File: src/rtl/ariane_pkg.sv
// ariane_pkg (slice)
// Purpose : the subset of the core-wide ariane package that the writeback
//           arbiter depends on: the scoreboard transaction-id width and the
//           exception record carried alongside every functional-unit result.
// Ports   : none (package).
package ariane_pkg;

  localparam int unsigned NR_SB_ENTRIES = 8;
  localparam int unsigned TRANS_ID_BITS = $clog2(NR_SB_ENTRIES);

  typedef struct packed {
    logic [63:0] cause;
    logic [63:0] tval;
    logic        valid;
  } exception_t;

endpackage

File: src/rtl/flu_wb_arbiter_pkg.sv
// flu_wb_arbiter_pkg
// Purpose : shared constants and helpers for the FLU writeback arbiter.
//           No data types live here; records come from ariane_pkg.
// Ports   : none (package).
package flu_wb_arbiter_pkg;

  // Upper bound on the channel count; helpers take vectors of this width.
  localparam int unsigned FLU_MAX_CH = 8;

  // Saturation value of the contention counter.
  localparam logic [31:0] FLU_CNT_SAT = 32'hFFFF_FFFF;

  // True when at least two bits of v are set (two or more channels waiting).
  function automatic logic multi_pending(input logic [FLU_MAX_CH-1:0] v);
    logic [3:0] ones;
    ones = 4'd0;
    for (int i = 0; i < FLU_MAX_CH; i++) begin
      ones = ones + {3'd0, v[i]};
    end
    return (ones >= 4'd2);
  endfunction

endpackage

File: src/rtl/flu_wb_fifo.sv
// flu_wb_fifo
// Purpose : per-channel result buffer of DEPTH entries. Full/empty come only
//           from the registered count, so a pop never frees space for a push
//           within the same cycle. Push and pop together keep the count.
// Ports   : clk_i, rst_i (async, active-high), flush_i (sync clear, discards
//           that cycle's push/pop), push_i, pop_i, data_i -> entry in,
//           data_o -> head entry, empty_o / full_o -> occupancy flags.
module flu_wb_fifo #(
  parameter int unsigned DATA_W = 64,
  parameter int unsigned DEPTH  = 2
) (
  input  logic              clk_i,
  input  logic              rst_i,
  input  logic              flush_i,
  input  logic              push_i,
  input  logic              pop_i,
  input  logic [DATA_W-1:0] data_i,
  output logic [DATA_W-1:0] data_o,
  output logic              empty_o,
  output logic              full_o
);

  localparam int unsigned PTR_W = (DEPTH > 1) ? $clog2(DEPTH) : 1;
  localparam int unsigned CNT_W = $clog2(DEPTH + 1);

  logic [DATA_W-1:0] mem_q [DEPTH];
  logic [PTR_W-1:0]  rd_q, rd_d, wr_q, wr_d;
  logic [CNT_W-1:0]  cnt_q, cnt_d;
  logic              do_push_s, do_pop_s;

  // Wrap at DEPTH-1 explicitly so a single-entry buffer keeps its pointer at 0.
  function automatic logic [PTR_W-1:0] ptr_inc(input logic [PTR_W-1:0] p);
    if (p == PTR_W'(DEPTH - 1)) begin
      return '0;
    end else begin
      return p + PTR_W'(1);
    end
  endfunction

  assign empty_o   = (cnt_q == CNT_W'(0));
  assign full_o    = (cnt_q == CNT_W'(DEPTH));
  assign data_o    = mem_q[rd_q];
  assign do_push_s = push_i & ~full_o & ~flush_i;
  assign do_pop_s  = pop_i & ~empty_o & ~flush_i;

  // Next-state for pointers and occupancy.
  always_comb begin
    rd_d  = rd_q;
    wr_d  = wr_q;
    cnt_d = cnt_q;
    if (flush_i) begin
      rd_d  = '0;
      wr_d  = '0;
      cnt_d = '0;
    end else begin
      if (do_push_s) begin
        wr_d = ptr_inc(wr_q);
      end else begin
        wr_d = wr_q;
      end
      if (do_pop_s) begin
        rd_d = ptr_inc(rd_q);
      end else begin
        rd_d = rd_q;
      end
      case ({do_push_s, do_pop_s})
        2'b10:   cnt_d = cnt_q + CNT_W'(1);
        2'b01:   cnt_d = cnt_q - CNT_W'(1);
        default: cnt_d = cnt_q;
      endcase
    end
  end

  // Pointer/count registers.
  always_ff @(posedge clk_i or posedge rst_i) begin
    if (rst_i) begin
      rd_q  <= '0;
      wr_q  <= '0;
      cnt_q <= '0;
    end else begin
      rd_q  <= rd_d;
      wr_q  <= wr_d;
      cnt_q <= cnt_d;
    end
  end

  // Entry storage; contents beyond the count are never observed.
  always_ff @(posedge clk_i) begin
    if (do_push_s) begin
      mem_q[wr_q] <= data_i;
    end
  end

endmodule

File: src/rtl/flu_wb_arbiter.sv
// flu_wb_arbiter
// Purpose : collects results from NR_CH functional-unit channels, buffers
//           each in a flu_wb_fifo and writes them back one per cycle using a
//           round-robin grant. A stalled grant is locked until accepted.
// Ports   : clk_i, rst_i (async, active-high), flush_i (sync clear);
//           ch_valid_i/ch_ready_o/ch_result_i/ch_trans_id_i/ch_ex_i -> per-
//           channel push side; wb_valid_o/wb_ready_i/wb_result_o/
//           wb_trans_id_o/wb_ex_o/wb_ch_o -> writeback side;
//           conflict_cnt_o -> cycles with two or more channels waiting.
// Config  : define FLU_WB_ARB_PERF_EN to build the contention counter;
//           otherwise conflict_cnt_o is tied to zero.
module flu_wb_arbiter
  import ariane_pkg::*;
  import flu_wb_arbiter_pkg::*;
#(
  parameter int unsigned NR_CH  = 4,
  parameter int unsigned DATA_W = 64,
  parameter int unsigned DEPTH  = 2,
  parameter int unsigned TID_W  = ariane_pkg::TRANS_ID_BITS
) (
  input  logic                           clk_i,
  input  logic                           rst_i,
  input  logic                           flush_i,
  input  logic [NR_CH-1:0]               ch_valid_i,
  output logic [NR_CH-1:0]               ch_ready_o,
  input  logic [NR_CH-1:0][DATA_W-1:0]   ch_result_i,
  input  logic [NR_CH-1:0][TID_W-1:0]    ch_trans_id_i,
  input  exception_t [NR_CH-1:0]         ch_ex_i,
  output logic                           wb_valid_o,
  input  logic                           wb_ready_i,
  output logic [DATA_W-1:0]              wb_result_o,
  output logic [TID_W-1:0]               wb_trans_id_o,
  output exception_t                     wb_ex_o,
  output logic [$clog2(NR_CH)-1:0]       wb_ch_o,
  output logic [31:0]                    conflict_cnt_o
);

  localparam int unsigned CH_W    = $clog2(NR_CH);
  localparam int unsigned EX_W    = $bits(exception_t);
  localparam int unsigned ENTRY_W = DATA_W + TID_W + EX_W;

  logic [NR_CH-1:0]   empty_s, full_s, push_s, pop_s;
  logic [ENTRY_W-1:0] head_s [NR_CH];
  logic [ENTRY_W-1:0] head_sel_s;
  logic [CH_W-1:0]    rr_ptr_q, rr_ptr_d, lock_ch_q, lock_ch_d;
  logic [CH_W-1:0]    rr_grant_s, sel_s;
  logic               locked_q, locked_d, any_valid_s, accept_s;

  for (genvar i = 0; i < NR_CH; i++) begin : g_ch
    flu_wb_fifo #(
      .DATA_W (ENTRY_W),
      .DEPTH  (DEPTH)
    ) u_fifo (
      .clk_i   (clk_i),
      .rst_i   (rst_i),
      .flush_i (flush_i),
      .push_i  (push_s[i]),
      .pop_i   (pop_s[i]),
      .data_i  ({ch_result_i[i], ch_trans_id_i[i], ch_ex_i[i]}),
      .data_o  (head_s[i]),
      .empty_o (empty_s[i]),
      .full_o  (full_s[i])
    );
  end

  assign ch_ready_o  = ~full_s;
  assign push_s      = ch_valid_i & ~full_s & {NR_CH{~flush_i}};
  assign any_valid_s = ~(&empty_s);
  assign accept_s    = any_valid_s & wb_ready_i & ~flush_i;
  // A grant left unaccepted last cycle stays put so wb_* cannot change under stall.
  assign sel_s       = locked_q ? lock_ch_q : rr_grant_s;
  assign head_sel_s  = head_s[sel_s];

  // Round-robin search: first non-empty channel at or after rr_ptr_q.
  always_comb begin
    int unsigned idx_v;
    logic        found_v;
    idx_v      = 0;
    found_v    = 1'b0;
    rr_grant_s = rr_ptr_q;
    for (int k = 0; k < NR_CH; k++) begin
      idx_v = 32'(rr_ptr_q) + 32'(k);
      if (idx_v >= NR_CH) begin
        idx_v = idx_v - NR_CH;
      end else begin
        idx_v = idx_v;
      end
      if (!found_v && !empty_s[CH_W'(idx_v)]) begin
        rr_grant_s = CH_W'(idx_v);
        found_v    = 1'b1;
      end else begin
        found_v    = found_v;
      end
    end
  end

  // Pop strobe to the granted buffer.
  always_comb begin
    pop_s = '0;
    if (accept_s) begin
      pop_s[sel_s] = 1'b1;
    end else begin
      pop_s = '0;
    end
  end

  // Writeback fields, forced to zero when nothing is pending.
  always_comb begin
    wb_valid_o    = any_valid_s;
    wb_result_o   = '0;
    wb_trans_id_o = '0;
    wb_ex_o       = '0;
    wb_ch_o       = '0;
    if (any_valid_s) begin
      wb_result_o   = head_sel_s[ENTRY_W-1 -: DATA_W];
      wb_trans_id_o = head_sel_s[EX_W +: TID_W];
      wb_ex_o       = exception_t'(head_sel_s[EX_W-1:0]);
      wb_ch_o       = sel_s;
    end else begin
      wb_ch_o       = '0;
    end
  end

  // Arbitration state next-values.
  always_comb begin
    rr_ptr_d  = rr_ptr_q;
    locked_d  = any_valid_s & ~wb_ready_i & ~flush_i;
    lock_ch_d = sel_s;
    if (flush_i) begin
      rr_ptr_d = '0;
    end else if (accept_s) begin
      rr_ptr_d = (sel_s == CH_W'(NR_CH - 1)) ? '0 : sel_s + CH_W'(1);
    end else begin
      rr_ptr_d = rr_ptr_q;
    end
  end

  // Arbitration state registers.
  always_ff @(posedge clk_i or posedge rst_i) begin
    if (rst_i) begin
      rr_ptr_q  <= '0;
      locked_q  <= 1'b0;
      lock_ch_q <= '0;
    end else begin
      rr_ptr_q  <= rr_ptr_d;
      locked_q  <= locked_d;
      lock_ch_q <= lock_ch_d;
    end
  end

`ifdef FLU_WB_ARB_PERF_EN
  logic [31:0]           conflict_q, conflict_d;
  logic [FLU_MAX_CH-1:0] busy_ext_s;

  // Saturating count of cycles where two or more channels are waiting.
  always_comb begin
    busy_ext_s              = '0;
    busy_ext_s[NR_CH-1:0]   = ~empty_s;
    if (multi_pending(busy_ext_s) && (conflict_q != FLU_CNT_SAT)) begin
      conflict_d = conflict_q + 32'd1;
    end else begin
      conflict_d = conflict_q;
    end
  end

  // Contention counter register; flush does not touch it.
  always_ff @(posedge clk_i or posedge rst_i) begin
    if (rst_i) begin
      conflict_q <= 32'd0;
    end else begin
      conflict_q <= conflict_d;
    end
  end

  assign conflict_cnt_o = conflict_q;
`else
  assign conflict_cnt_o = 32'd0;
`endif

endmodule

File: config.mk
export PLATFORM = sky130hd
export DESIGN_NAME = flu_wb_arbiter
export DESIGN_NICKNAME = d
export VERILOG_FILES = /design/src/rtl/ariane_pkg.sv /design/src/rtl/flu_wb_arbiter_pkg.sv /design/src/rtl/flu_wb_fifo.sv /design/src/rtl/flu_wb_arbiter.sv
export SDC_FILE = /design/constraint.sdc
export NUM_CORES = 2
export LEC_CHECK = 0
export CORE_AREA = 2 2 394 396
export CTS_BUF_LIST = sky130_fd_sc_hd__clkbuf_8 sky130_fd_sc_hd__clkbuf_16
export CTS_CLUSTER_SIZE = 10
export DETAILED_ROUTE_END_ITERATION = 8
export DIE_AREA = 0 0 396 398
export MAX_ROUTING_LAYER = met4
export PLACE_DENSITY_LB_ADDON = 0.3
export REMOVE_ABC_BUFFERS = 1
export SYNTH_ARGS = -nofsm -noshare
export SYNTH_HDL_FRONTEND = slang
export SYNTH_SLANG_ARGS = --single-unit
File: constraint.sdc
create_clock -name clk_i -period 31.4 [get_ports clk_i]
set_input_delay 7.85 -clock clk_i [delete_from_list [all_inputs] [get_ports clk_i]]
set_output_delay 7.85 -clock clk_i [all_outputs]
set_load 0.03 [all_outputs]
## Word-level counts from Yosys, hierarchy flattened

Memory sizes are Yosys's and may differ from the RTL's.
Index checks and enable logic that the tools add are counted.
W data, S select, Z words.

- Magnitude comparators: 11
- Reductions and logical operators: 27
- Equality and inequality tests: 13
- Add/sub/neg operators: 24
- Bitwise gates (word level): 35
- Multiplexer cells: 73

Operators with widths:

| operator | number |
|---|---|
| $bmux W196 S2 | 1 |
| $mux W196 | 2 |
| $mux W129 | 1 |
| $mux W64 | 1 |
| $mux W1 | 40 |
| $mux W2 | 17 |
| $and A1 B1 Y1 | 20 |
| $eq A2 B2 Y1 const B | 9 |
| $reduce_bool A2 Y1 | 9 |
| $pmux W2 S2 | 4 |
| $sub A2 B1 Y2 const B | 8 |
| $lt A2 B3 Y1 const B | 5 |
| $ge A3 B3 Y1 const B | 4 |
| $reduce_bool A3 Y1 | 4 |
| $not A1 Y1 | 11 |
| $add A2 B1 Y2 const B | 5 |
| $add A1 B1 Y1 const B | 8 |
| $and A4 B4 Y4 | 2 |
| $bmux W1 S2 | 4 |
| $eq A2 B1 Y1 const B | 4 |
| $logic_not A2 Y1 | 4 |
| $add A2 B2 Y3 const B | 2 |
| $logic_not A1 Y1 | 5 |
| $logic_and A1 B1 Y1 | 4 |
| 9 further kinds | 9 |

- Memories: 4
- RAM bits: 1,568
- Flip-flop bits (word level): 21
- Output and inout port bits: 235
- Input port bits: 792
- Logic and storage cells: 202

Memory list:

| name | words | bits a word | read ports | clocked after Yosys merged registers in | write ports | line | RTL |
|---|---|---|---|---|---|---|---|
| g_ch[0].u_fifo.mem_q | 2 | 196 | 1 | 0 | 1 | flu_wb_fifo.sv:26 | `logic [DATA_W-1:0] mem_q [DEPTH];` |
| g_ch[1].u_fifo.mem_q | 2 | 196 | 1 | 0 | 1 | flu_wb_fifo.sv:26 |  |
| g_ch[2].u_fifo.mem_q | 2 | 196 | 1 | 0 | 1 | flu_wb_fifo.sv:26 |  |
| g_ch[3].u_fifo.mem_q | 2 | 196 | 1 | 0 | 1 | flu_wb_fifo.sv:26 |  |

## Longest topological paths before layout

- Depth in word-level cells: 25
- Depth in mapped cells: 12
- Gate-level depth less buffers: 10

## Modules after synthesis

A second synthesis with hierarchy kept.

- Cells, all modules: 4,064
- Area total of the unflattened synthesis: 70,072.2 µm²

Modules (own cells, without submodules):

| module | times used | cells each | area each (µm²) | sequential area each (µm²) |
|---|---|---|---|---|
| flu_wb_fifo | 4 | 637 | 14,792.9 | 11,871.4 |
| flu_wb_arbiter | 1 | 1,516 | 10,900.5 | 125.1 |

## Worst setup path before layout

No wires, ideal clock.

- Path kind: input -> register
- From: input port flush_i
- To: memory g_ch[1].u_fifo.mem_q[1][0] (netlist name) (enable)
- Required time: 30.367 ns
- Setup time: 1.033 ns
- Arrival time: 22.455 ns
- Stages: 3
- Setup slack: 7.912 ns
- Buffers on the path: 2
- Cell sequence: clkbuf_1 > buf_1 > nor3b_1

- Longest elaborated chain between the ends: 6

Ends and longest elaborated chain:

| element | line | RTL |
|---|---|---|
| start, declared | flu_wb_arbiter.sv:23 | `input logic flush_i,` |
| $not A1 Y1 (*) | flu_wb_fifo.sv:43, flu_wb_arbiter.sv:67 |  |
| $and A4 B4 Y4 | flu_wb_arbiter.sv:67 | `assign push_s = ch_valid_i & ~full_s & {NR_CH{~flush_i}};` |
| $and A1 B1 Y1 | flu_wb_fifo.sv:43 | `assign do_push_s = push_i & ~full_o & ~flush_i;` |
| $and A1 B1 Y1 (*) | flu_wb_fifo.sv:43 |  |
| $mux W1 (*) | flu_wb_fifo.sv:89 | `if (do_push_s) begin` |
| $mux W1 (implied by the code) (*) | flu_wb_fifo.sv:90 | `mem_q[wr_q] <= data_i;` |
| end, declared | flu_wb_fifo.sv:26 |  |

Mark *: on every way between the ends. The rest lies on a longest branch, timed or not.

==> key figures <==
Clocking
  – Cts repair resizes: 0
  – Hold buffer count at CTS: 0
  – Clk Latency, worst-skew pair: 0.79 ns
  – Post-CTS Setup Inserts: 0
  – CTS max path bufs: 3
  – Reg clk slew, reported paths: 0.06 ns
  – Clk root buf: clkbuf_16
  – CTS Sinks: 1,589
  – CTS tree: yes
  – Total CTS buffers: 181
  – H-Tree Depth: 4

Floorplan
  – Initial core utilization: 41.7%
  – Core area: 0.153 mm2
  – I/O pin count: 1,027
  – Vert. Die Dim: 398 um
  – Die Width: 396 um
  – Row count: 144
  – Die area: 0.158 mm2

Run status
  – Outcome: completed

Detailed routing
  – WL/cell: 28.7 um
  – Routed Antenna Nets: 0
  – Final wirelength: 200,000 um
  – Iter 0 DRT Violations: 3,342
  – # DRC: 0
  – Met3 wire length: 16,900 um
  – Met1 wire length: 75,900 um
  – Post-DR vias/cell: 5.59
  – Vias: 39.0k
  – Drt first pass iters: 6
  – DR top layer: met4
  – Metal2 WL: 100,000 um

Timing
  – Final worst path period need: 14.13 ns
  – Slew @ Worst Pin: 1.23 ns
  – RSZ-0062 raised after global routing: no
  – Fin crit share: 45.0%
  – F_max: 0.0707 GHz
  – Final setup fails: 0
  – Max-slew violation count: 0
  – Hold Vio Cnt, Final: 0
  – Worst rel slew slack: 17.3%
  – Clock Skews: 0.0408 ns
  – TNS Setup: 0 ns

Cells and area
  – Finished Layout Cells: 6,969
  – FF+latch area: 0.0476 mm2
  – # fillers: 12.3k
  – Share of cells above drive strength 1: 12.6%
  – Footprint of the multi-input gates: 0.0151 mm2
  – Area Growth Syn to Fin: 26.9%
  – Layout Nets: 5,568

Pwr
  – Comb pwr share: 43.6%
  – Sw power: 3.07 mW
  – Int Pwr: 4.67 mW
  – Sw Share: 39.6%
  – Peak supply drop: 0.0907 mV
  – Cell Pwr Density: 95.5 mW/mm2
  – Reg power frac: 32.7%
  – Lkg Pwr: 25.4 nW
  – Clk pwr share: 23.7%

Setup path
  – CP max stage cell: clkdlybuf4s50_1
  – Critical path peak fanout: 59
  – CP cell instances: or2_1, or3_1, o311a_1, o31ai_4, buf_4, buf_4, buf_4, nor3_1, a2111oi_2, clkdlybuf4s50_1
  – CP max stage delay: 0.78 ns
  – Crit-path most repeated cell: buf_4
  – CP Class: flip-flop to output port
  – Startpoint types: flip-flop
  – Arrival time at the worst endpoint: 6.28 ns
  – Critical Path RT: 23.55 ns
  – Crit path capture type: output port

Synth
  – Top FF cell, synth: edfxtp_1
  – Syn avg cell area: 16.8 um2
  – Synth Cell Area: 0.0639 mm2
  – Distinct cells, synth: 56
  – Mapped Cells: 3,798
  – Post-synth EDFFs: 1,568
  – Yosys top cell by area: edfxtp_1
  – Largest cells by area after synthesis: edfxtp_1 74%, mux2i_1 6.2%, mux2_2 3.5%, a2111oi_2 2.8%, a211oi_1 2.3%
  – Top-count cell post-synth: edfxtp_1
  – Seq cells post-synth: 1,589
  – Post-synth top cells: 1,568 x edfxtp_1, 395 x mux2i_1, 210 x nor2_1
  – Register area share after synthesis: 74.5%
  – Asr flop ratio synth: 1.32%
  – Synth top area share: 73.7%
  – Yosys warnings: 0

Global routing
  – Number of global-route vias before repair: 39.0k
  – First-pass GRT wire length: 278,000 um
  – Initial antenna violation count: 103
  – Largest net degree at the start of global routing: 145
  – Total GRT Usage: 25.3%
  – Overflow after GRT: 0

Place
  – Hpwl dp: 126,000 um
  – # port buffers: 994
  – # placed instances: 6,636
  – Placer Congestion: 0.878

Job
  – Max-capacitance violation count: 0

Worst hold path
  – Class of the worst hold path: flip-flop to flip-flop
## area by class of cell
type	count	share of cell area (%)
inverters	12	0.0556
well taps	2044	3.15
clock inverters	50	0.469
flip-flops and latches	1589	58.7
clock buffers	183	5.62
diodes	100	0.309
repair buffers	1061	13.0
multi-input cells	1930	18.6
## logic make-up (layout without fill, tap and decap cells)
kind of cell,Yosys count,after routing,share of synthesized area (%)
adders and majority gates,1,1,0.0196
buffers and inverters,310,1306,2.15
AOI/OAI and AO/OA,636,636,8.38
xor gates and xnor gates,4,4,0.0548
and+or+nand+nor,666,666,5.25
other,1,132,0.00587
muxes,591,591,9.64
DFF,1589,1589,74.5
## worst max-delay path, delay by kind of cell, from the launching register on
kind	cells	cell delay [ns]
AND/OR/NAND/NOR	3	0.87
buffers and inverters	4	2.83
AO/OA/AOI/OAI	3	1.09
flip-flops	1	0.42
## path summary, 6_finish.rpt
check,endpoint,depth (start not counted),start,slack [ns]
min reg2reg,g_ch[3].u_fifo.wr_q$_DFFE_PP0P_,2,g_ch[3].u_fifo.wr_q$_DFFE_PP0P_,0.58
max in group asynchronous,g_ch[3].u_fifo.rd_q$_DFFE_PP0P_,2,rst_i,23.07
min in group asynchronous,g_ch[0].u_fifo.rd_q$_DFFE_PP0P_,2,rst_i,7.63
max reg2reg,g_ch[2].u_fifo.cnt_q[1]$_DFFE_PP0P_,12,g_ch[3].u_fifo.cnt_q[0]$_DFFE_PP0P_,27.40
max,wb_ex_o[27],10,g_ch[3].u_fifo.cnt_q[0]$_DFFE_PP0P_,17.27
min,g_ch[3].u_fifo.wr_q$_DFFE_PP0P_,2,g_ch[3].u_fifo.wr_q$_DFFE_PP0P_,0.58
## power groups by stage
stage | registers [mW] | clock network (mW) | logic (mW)
final | 2.53 | 1.84 | 3.38
after global routing | 2.54 | 1.95 | 3.51
after CTS | 2.53 | 1.86 | 3.40
after detailed placement | 2.57 | 0 | 3.38
after global placement | 2.57 | 0 | 3.37
after floorplan | 2.67 | 0 | 1.99
## per-stage QoR
step / cell area [um2] / hold slack, ns / utilization [%] / setup slack (ns) / power [mW]
after floorplan: 62700 / 0.519 / - / -5.89 / 4.66
after global placement: 75900 / 0.553 / 49.5 / 18.19 / 5.94
after detailed placement: 75900 / 0.567 / 49.5 / 18.06 / 5.96
after CTS: 80800 / 0.584 / 52.7 / 17.22 / 7.79
after global routing: 81100 / 0.602 / 52.9 / 17.09 / 8.00
final: 81100 / 0.575 / 52.9 / 17.27 / 7.74
## flip-flops by register name, indices dropped and copies added (netlist names)
name,count
g_ch.u_fifo.mem_q,1568
g_ch.u_fifo.cnt_q,8
g_ch.u_fifo.rd_q,4
g_ch.u_fifo.wr_q,4
lock_ch_q,2
rr_ptr_q,2
locked_q,1
## metal layers
layer  vias to the layer above  GRT usage (%)
met1                     19800           29.8
li1                      17100              -
met3                       315           6.54
met5                         -              -
met2                      1791           41.4
met4                         0           10.2
## cells in the final DEF (no fill, tap or decap), types with 5 or more instances in the layout
cell type / instances
a2111oi_0: 9
a2111oi_1: 68
a2111oi_2: 119
a211oi_1: 195
a21oi_1: 207
and3_1: 5
buf_12: 8
buf_4: 59
clkbuf_16: 181
clkdlybuf4s50_1: 994
clkinv_16: 5
conb_1: 32
dfrtp_1: 17
diode_2: 100
edfxtp_1: 1568
inv_1: 43
mux2_2: 196
mux2i_1: 395
nand2_1: 17
nand2b_1: 8
nor2_1: 209
nor2b_1: 199
nor3_1: 198
nor3_2: 5
o21ai_0: 7
Power figures use the tool's default switching activity.
